--- config.mk ---
export PLATFORM = sky130hd
export DESIGN_NAME = bus_arbiter4
export DESIGN_NICKNAME = d
export VERILOG_FILES = /design/src/rtl/bus_arbiter4.sv
export SDC_FILE = /design/constraint.sdc
export NUM_CORES = 1
export LEC_CHECK = 0
export CORE_UTILIZATION = 31
export DETAILED_ROUTE_END_ITERATION = 6
export HOLD_SLACK_MARGIN = 0.06
export MAX_ROUTING_LAYER = met4
export PLACE_DENSITY = 0.72
export SLEW_MARGIN = 40
export SYNTH_ARGS = -nofsm -noshare
export SYNTH_HDL_FRONTEND = slang
export SYNTH_SLANG_ARGS = --single-unit
--- constraint.sdc ---
create_clock -name clk -period 4.06 [get_ports clk]
set_input_delay 0.406 -clock clk [delete_from_list [all_inputs] [get_ports clk]]
set_output_delay 0.406 -clock clk [all_outputs]
set_load 0.01 [all_outputs]
--- src/rtl/bus_arbiter4.sv ---
// bus_arbiter4: round-robin arbiter sharing one 16-bit result bus among four
// requesters, with a mux4way16 selecting the owner's data.
// Optional feature macro: ARB_TIMEOUT_EN (hold-time preemption after MAX_HOLD cycles).

module mux4way16 (
  input  logic [15:0] a,
  input  logic [15:0] b,
  input  logic [15:0] c,
  input  logic [15:0] d,
  input  logic [1:0]  sel,
  output logic [15:0] out
);

  // 4:1 word select
  always_comb begin
    out = a;
    case (sel)
      2'd0: out = a;
      2'd1: out = b;
      2'd2: out = c;
      2'd3: out = d;
      default: out = a;
    endcase
  end

endmodule

module bus_arbiter4 #(
  parameter int unsigned MAX_HOLD = 8,
  parameter int unsigned CNT_W    = 4
) (
  input  logic        clk,
  input  logic        rst_n,
  input  logic [3:0]  req,
  input  logic [15:0] din0,
  input  logic [15:0] din1,
  input  logic [15:0] din2,
  input  logic [15:0] din3,
  output logic [3:0]  gnt,
  output logic [1:0]  gnt_idx,
  output logic        busy,
  output logic [15:0] out,
  output logic        preempt
);

  localparam logic [CNT_W-1:0] HOLD_LAST = CNT_W'(MAX_HOLD - 1);
  localparam logic [CNT_W-1:0] HOLD_SAT  = {CNT_W{1'b1}};
`ifdef ARB_TIMEOUT_EN
  localparam logic TO_EN = 1'b1;
`else
  localparam logic TO_EN = 1'b0;
`endif

  typedef enum logic {IDLE, BUSY} state_t;

  state_t           state, state_n;
  logic [3:0]       gnt_n;
  logic [1:0]       gnt_idx_n;
  logic             busy_n;
  logic             preempt_n;
  logic [1:0]       last, last_n;
  logic [CNT_W-1:0] hold_cnt, hold_n;
  logic [3:0]       owner_oh;
  logic [3:0]       others;
  logic [2:0]       pick_any;
  logic [2:0]       pick_oth;
  logic             timeout;
  logic [15:0]      mux_out;

  // First requester in mask after position 'after', wrapping; {found, idx}
  function automatic logic [2:0] rr_pick(input logic [3:0] mask, input logic [1:0] after);
    logic [2:0] r;
    logic [1:0] i;
    r = 3'b000;
    for (int k = 1; k <= 4; k++) begin
      i = after + 2'(k);
      if (!r[2] && mask[i]) r = {1'b1, i};
    end
    return r;
  endfunction

  // State and registered outputs
  always_ff @(posedge clk or negedge rst_n) begin
    if (!rst_n) begin
      state    <= IDLE;
      gnt      <= 4'b0000;
      gnt_idx  <= 2'd0;
      busy     <= 1'b0;
      preempt  <= 1'b0;
      last     <= 2'd3;
      hold_cnt <= '0;
    end else begin
      state    <= state_n;
      gnt      <= gnt_n;
      gnt_idx  <= gnt_idx_n;
      busy     <= busy_n;
      preempt  <= preempt_n;
      last     <= last_n;
      hold_cnt <= hold_n;
    end
  end

  // Next-state: grant, release/hand-over, hold counting and timeout preemption
  always_comb begin
    state_n   = state;
    gnt_n     = gnt;
    gnt_idx_n = gnt_idx;
    busy_n    = busy;
    preempt_n = 1'b0;
    last_n    = last;
    hold_n    = hold_cnt;
    owner_oh  = 4'b0001 << gnt_idx;
    others    = req & ~owner_oh;
    pick_any  = rr_pick(req, last);
    pick_oth  = rr_pick(others, gnt_idx);
    timeout   = TO_EN && (hold_cnt == HOLD_LAST) && (others != 4'b0000);

    case (state)
      IDLE: begin
        if (pick_any[2]) begin
          state_n   = BUSY;
          gnt_n     = 4'b0001 << pick_any[1:0];
          gnt_idx_n = pick_any[1:0];
          busy_n    = 1'b1;
          last_n    = pick_any[1:0];
          hold_n    = '0;
        end
      end
      BUSY: begin
        if (!req[gnt_idx]) begin
          // owner released: hand over back-to-back or go idle
          if (pick_oth[2]) begin
            gnt_n     = 4'b0001 << pick_oth[1:0];
            gnt_idx_n = pick_oth[1:0];
            last_n    = pick_oth[1:0];
            hold_n    = '0;
          end else begin
            state_n   = IDLE;
            gnt_n     = 4'b0000;
            gnt_idx_n = 2'd0;
            busy_n    = 1'b0;
            last_n    = gnt_idx;
            hold_n    = '0;
          end
        end else if (timeout) begin
          // revoke: old owner becomes lowest priority
          gnt_n     = 4'b0001 << pick_oth[1:0];
          gnt_idx_n = pick_oth[1:0];
          last_n    = gnt_idx;
          hold_n    = '0;
          preempt_n = 1'b1;
        end else if (hold_cnt != HOLD_SAT) begin
          hold_n = hold_cnt + CNT_W'(1);
        end
      end
      default: begin
        state_n   = IDLE;
        gnt_n     = 4'b0000;
        gnt_idx_n = 2'd0;
        busy_n    = 1'b0;
      end
    endcase
  end

  mux4way16 u_mux (
    .a   (din0),
    .b   (din1),
    .c   (din2),
    .d   (din3),
    .sel (gnt_idx),
    .out (mux_out)
  );

  // Bus is driven only while a grant is held
  assign out = busy ? mux_out : 16'h0000;

endmodule

## Word-level counts from Yosys, hierarchy flattened

Cells that the tools add are included.

- Bits in writable memories: 0
- Bits in read-only memories: 0
- Input port bits: 70
- Register bits after elaboration: 10
- Bits in latches: 0
- Memories kept: 0

- Add/sub/neg operators: 6
- Multiply operators: 0
- Eq/ne operators: 6
- Muxes and demuxes: 47
- Shift operators: 3
- Bitwise logic cells: 3
- Div/mod/pow operators: 0
- Reductions and logical operators: 15
- $lt $le $gt $ge: 8

Operators by type and width:

| cell | number |
|---|---|
| $pmux 16 s4 | 1 |
| $lt 2x3->1 const B | 8 |
| $mux 3 | 8 |
| $bmux 1 s2 | 9 |
| $mux 16 | 1 |
| $mux 1 | 15 |
| $mux 4 | 3 |
| $shl 1x2->4 const A | 3 |
| $mux 2 | 5 |
| $add 2x2->2 const B | 4 |
| $pmux 2 s2 | 2 |
| $pmux 4 s2 | 1 |
| $logic_and 1x1->1 | 6 |
| $logic_not 1->1 | 6 |
| $ne 2x2->1 const B | 3 |
| $add 2x1->2 const B | 2 |
| $and 4x4->4 | 1 |
| $eq 2x2->1 const B | 2 |
| $not 4->4 | 1 |
| $pmux 1 s2 | 2 |
| $reduce_and 3->1 | 1 |
| $eq 2x1->1 const B | 1 |
| $logic_not 2->1 | 1 |
| $reduce_and 2->1 | 1 |
| $not 1->1 | 1 |

## Depth between registers and ports, before layout

- Depth after elaboration: 19
- Gate-level depth with buffers: 10

## Cells and area by module

A second synthesis with hierarchy kept.

- Cell total of the unflattened synthesis: 131
- Area, all modules: 1375.1 um^2

By module, submodules not included:

| module | sequential area each (um^2) | cells an instance | times used | area an instance (um^2) |
|---|---|---|---|---|
| bus_arbiter4 | 252.7 | 111 | 1 | 950.9 |
| mux4way16 | 0.0 | 20 | 1 | 424.2 |

## Worst setup path after synthesis

OpenSTA, ideal clock, no wires.

- Kind: reg-to-reg
- Start: register gnt_idx[0]
- End: register gnt_idx[0]
- Required time: 3.929 ns
- Buffers on the path: 2
- Stages on the path, launching flop included: 11
- Slack: 1.765 ns
- Setup time: 0.131 ns
- Clock period less this slack: 2.295 ns
- Arrival time: 2.164 ns
- Cell sequence: dfrtp_1 > buf_6 > inv_1 > ha_1 > clkbuf_1 > and2b_2 > mux2i_1 > o211a_1 > or3_1 > o21ai_0 > o21ai_0

- Word-level cells in the longest chain between the ends: 18
- Elaborated cells on any way between the ends: 31
- Those cells by class: add/sub: 3; eq/ne: 1; shift: 1; mux: 17; bitwise: 2; reduce/logical: 7

Ends and longest elaborated chain:

| what | RTL line | text |
|---|---|---|
| start: declaration | 40 | `output logic [1:0] gnt_idx,` |
| start signal: assignment | 95 | `gnt_idx <= gnt_idx_n;` |
| parallel branches: the longest is 18 deep, another holds $add 2x1->2 | n/a |  |

Parallel ways; which one is timed is not known. The select of a mux whose other input is x is not followed.
A chain may end at the register's enable or synchronous reset.

## Worst setup path in the final report

- Start: register gnt_idx[0]
- End: output port out[15]

- Word-level cells in the longest chain between the ends: 3
- Elaborated cells on any way between the ends: 6
- Those cells by class: eq/ne: 3; mux: 2; reduce/logical: 1

Ends and longest elaborated chain:

| what | RTL line | text |
|---|---|---|
| $eq 2x2->1 (tied with other cells) | 17 | `case (sel)` |
| $pmux 16 s4 (*) | 17 |  |
| $mux 16 (*) | 175 | `assign out = busy ? mux_out : 16'h0000;` |
| end: declaration | 42 | `output logic [15:0] out,` |

Mark *: on every way between the ends. The rest lies on a longest branch, timed or not.

==> impl_metrics.csv <==
group,metric,value,unit
outcome,outcome,"finished clean",
timing,slew_viol_final,0,
cts,cts_hold_buf,0,
cts,ctsResizeCount,0,
job,drv_cap,0,
global_routing,grt_usage,22.2,%
placement,numPortBuffers,92,
yosys,avgSynthCellArea,7.47,um2
detailed_routing,ant_nets,0,
worst_setup_path,critPathTopFamily,"buffers and inverters",
timing,fin_crit_sh,74.6,%
min_path,min_path_cells,2,
yosys,syn_inst,181,
worst_setup_path,r2r_slack,1320,ps
cts,cts_tree,"done",
die,num_rows,23,
timing,tns,0,ps
timing,holdWs,459,ps
worst_setup_path,max_stage_delay,590,ps
yosys,ys_ff_latch,10,
timing,worst_slew_pin_slew,773,ps
timing,slew_headroom,47.7,%
worst_setup_path,worst-r2r-cell-count,8,
worst_setup_path,crit_fanout,18,
cts,max-clock-path-buffers,2,
timing,hold_viol,0,
yosys,yosysSeqAreaShare,18.7,%
cts,numCtsBuffers,3,
cts,cts_sinks,10,
yosys,synth_area_leaders,"dfrtp_1, a222oi_1, o21ai_0",
cells_and_area,antenna_cells,0,
worst_setup_path,cp.required,3650,ps
cells_and_area,layout.nets,338,
worst_setup_path,cp-start-kind,"flip-flop",
yosys,synth_top_area_share,14.8,%
die,fp.dieArea,4630,um2
detailed_routing,wl,4990,um
die,initial_core_util,33.1,%
die,core_area,4090,um2
worst_setup_path,crit_slowest_cell,"dfrtp_1",
placement,place_congestion,0.946,
timing,setup_violations,0,
cells_and_area,fillers,372,
cells_and_area,syn_to_final_growth,70.6,%
cts,post-cts-setup-buffers,0,
placement,dpl.hpwl,3730,um
worst_setup_path,critPathKind,"flip-flop to output pin",
yosys,yosysMostFrequentCell,"nand2_1",
power_and_ir_drop,peakVddDrop,0.317,mV
cts,cts_root_buf,"clkbuf_8",
yosys,ys.flop_type,"dfrtp_1",
global_routing,overflow,0,
worst_setup_path,worstPathBufferInverterCount,2,
detailed_routing,drt_iter0_markers,135,
worst_setup_path,cp.depth,6,
power_and_ir_drop,leakage,0.905,nW
yosys,syn_nets,255,
cells_and_area,drive_gt1_share,5.32,%
yosys,yosysWarnings,0,
cts,path_clk_slew,50,ps
die,die_y,68.0,um
timing,rsz0062_at_grt,"no",
die,ios,94,
yosys,synth_top_area_cell,"dfrtp_1",
global_routing,grt_pass1_vias,1519,
timing,final.setup_skew,4.48,ps
timing,max_freq,330,MHz
global_routing,antenna_found_initial,0,
detailed_routing,dr_total_vias,1737,
min_path,hp-class,"flip-flop to flip-flop",
yosys,syn_area,1350,um2
worst_setup_path,crit_chain,"inv_1, ha_1, a222oi_1, o21ai_0, and2_1, clkdlybuf4s50_1",
yosys,synth_top_cells_by_count,"nand2_1, o21ai_0, a222oi_1, and2_1, dfrtp_1",
global_routing,grt_max_degree,34,
die,fp.dieW,68.0,um
power_and_ir_drop,powerDensity,634,nW/um2
worst_setup_path,crit_arrival,2620,ps
timing,period_minus_slack,3030,ps
detailed_routing,drtPass1Iterations,7,
yosys,synth-async-reset-ratio,100,%
cts,clk_latency,240,ps
yosys,synthDistinctLibCells,46,
yosys,synth_edf_count,0,
worst_setup_path,endpoint_kind,"output pin",
detailed_routing,viasPerCell,5.55,
cts,ctsHtreeMaxLevel,1,
detailed_routing,drc,0,
detailed_routing,wl_per_cell,15.9,um
global_routing,grt_pass1_wl,7560,um
==> routing by layer <==
layer	global-route usage (%)	share of wire [%]	vias up
li1	-	-	860
met1	28.4	43	791
met2	36.0	47	80
met3	5.00	9.5	6
met4	3.91	1.0	0
met5	-	0	-
==> placed cells by master, fill, tap and decap left out, drive strengths merged, types with 2 or more instances in the layout <==
master         netlist  final
and2                16     16
or3                  2      2
dfstp                2      2
o21ai               23     23
nor2b                3      3
ha                   4      4
and3                 2      2
nand3                5      5
nand2b               6      6
nor3                 2      2
a31oi                2      2
o22ai                4      4
clkbuf               8      4
nand2               27     27
dfrtp                8      8
a21oi                5      5
o31ai                4      4
mux2i                3      3
o311ai               2      2
o211a                2      2
inv                  4      4
a22oi                2      2
a21o                 3      3
nor2                 7      7
a222oi              16     16
clkdlybuf4s50        0     92
==> sequential cells by signal, summed over array words and instances (netlist names) <==
name     cells
gnt          4
gnt_idx      2
last         2
busy         1
state        1
==> final timing paths <==
check,startpoint,end
setup / recovery,gnt_idx[0]$_DFFE_PN0P_,out[15]
hold / removal,last[0]$_DFFE_PN1P_,last[0]$_DFFE_PN1P_
setup reg to reg,gnt_idx[1]$_DFFE_PN0P_,gnt_idx[0]$_DFFE_PN0P_
hold reg to reg,last[0]$_DFFE_PN1P_,last[0]$_DFFE_PN1P_
max in group asynchronous,rst_n,last[0]$_DFFE_PN1P_
min in group asynchronous,rst_n,gnt[3]$_DFFE_PN0P_
==> worst register-to-register path: stages (launching register included) <==
cell and delay [ps]:
dfrtp_1 530, inv_1 180, ha_1 570, nand2b_1 310
mux2i_1 110, o211a_1 220, or3_1 440, o21ai_0 170
o21ai_0 100
==> kinds of logic after synthesis <==
group / after synthesis / share of synthesized area (%)
AO/OA/AOI/OAI: 69 / 37.8
multiplexers: 5 / 4.72
flip-flops: 10 / 18.7
other: 1 / 0.278
buffers and inverters: 19 / 7.22
adder cells (fa/ha/maj): 4 / 3.70
AND/OR/NAND/NOR: 73 / 27.6
==> through the flow <==
stage          std cells  instance area (um2)  total power (W)  util (%)  setup WS [ps]
2_1_floorplan        181                 1350         0.000940         -           1770
3_3_place_gp         309                 2260          0.00135      55.3           1330
6_report             313                 2300          0.00146      56.4           1030
3_5_place_dp         309                 2260          0.00135      55.3           1300
5_1_grt              313                 2300          0.00159      56.4            808
4_1_cts              313                 2300          0.00146      56.4           1030
==> layout make-up <==
class / count / area [um2] / area share, %
Multi-Input combinational cell: 152 / 1000 / 43.4
Timing Repair Buffer: 93 / 928 / 40.3
Clock buffer: 4 / 45.0 / 1.95
Sequential cell: 10 / 253 / 11.0
Inverter: 4 / 15.0 / 0.651
Tap cell: 50 / 62.6 / 2.71
==> power breakdown <==
part           internal [W]  switching (W)
Clock             0.0000688      0.0000403
Combinational      0.000570       0.000534
Sequential         0.000154      0.0000938
Total              0.000793       0.000668
Power figures use the tool's default switching activity.
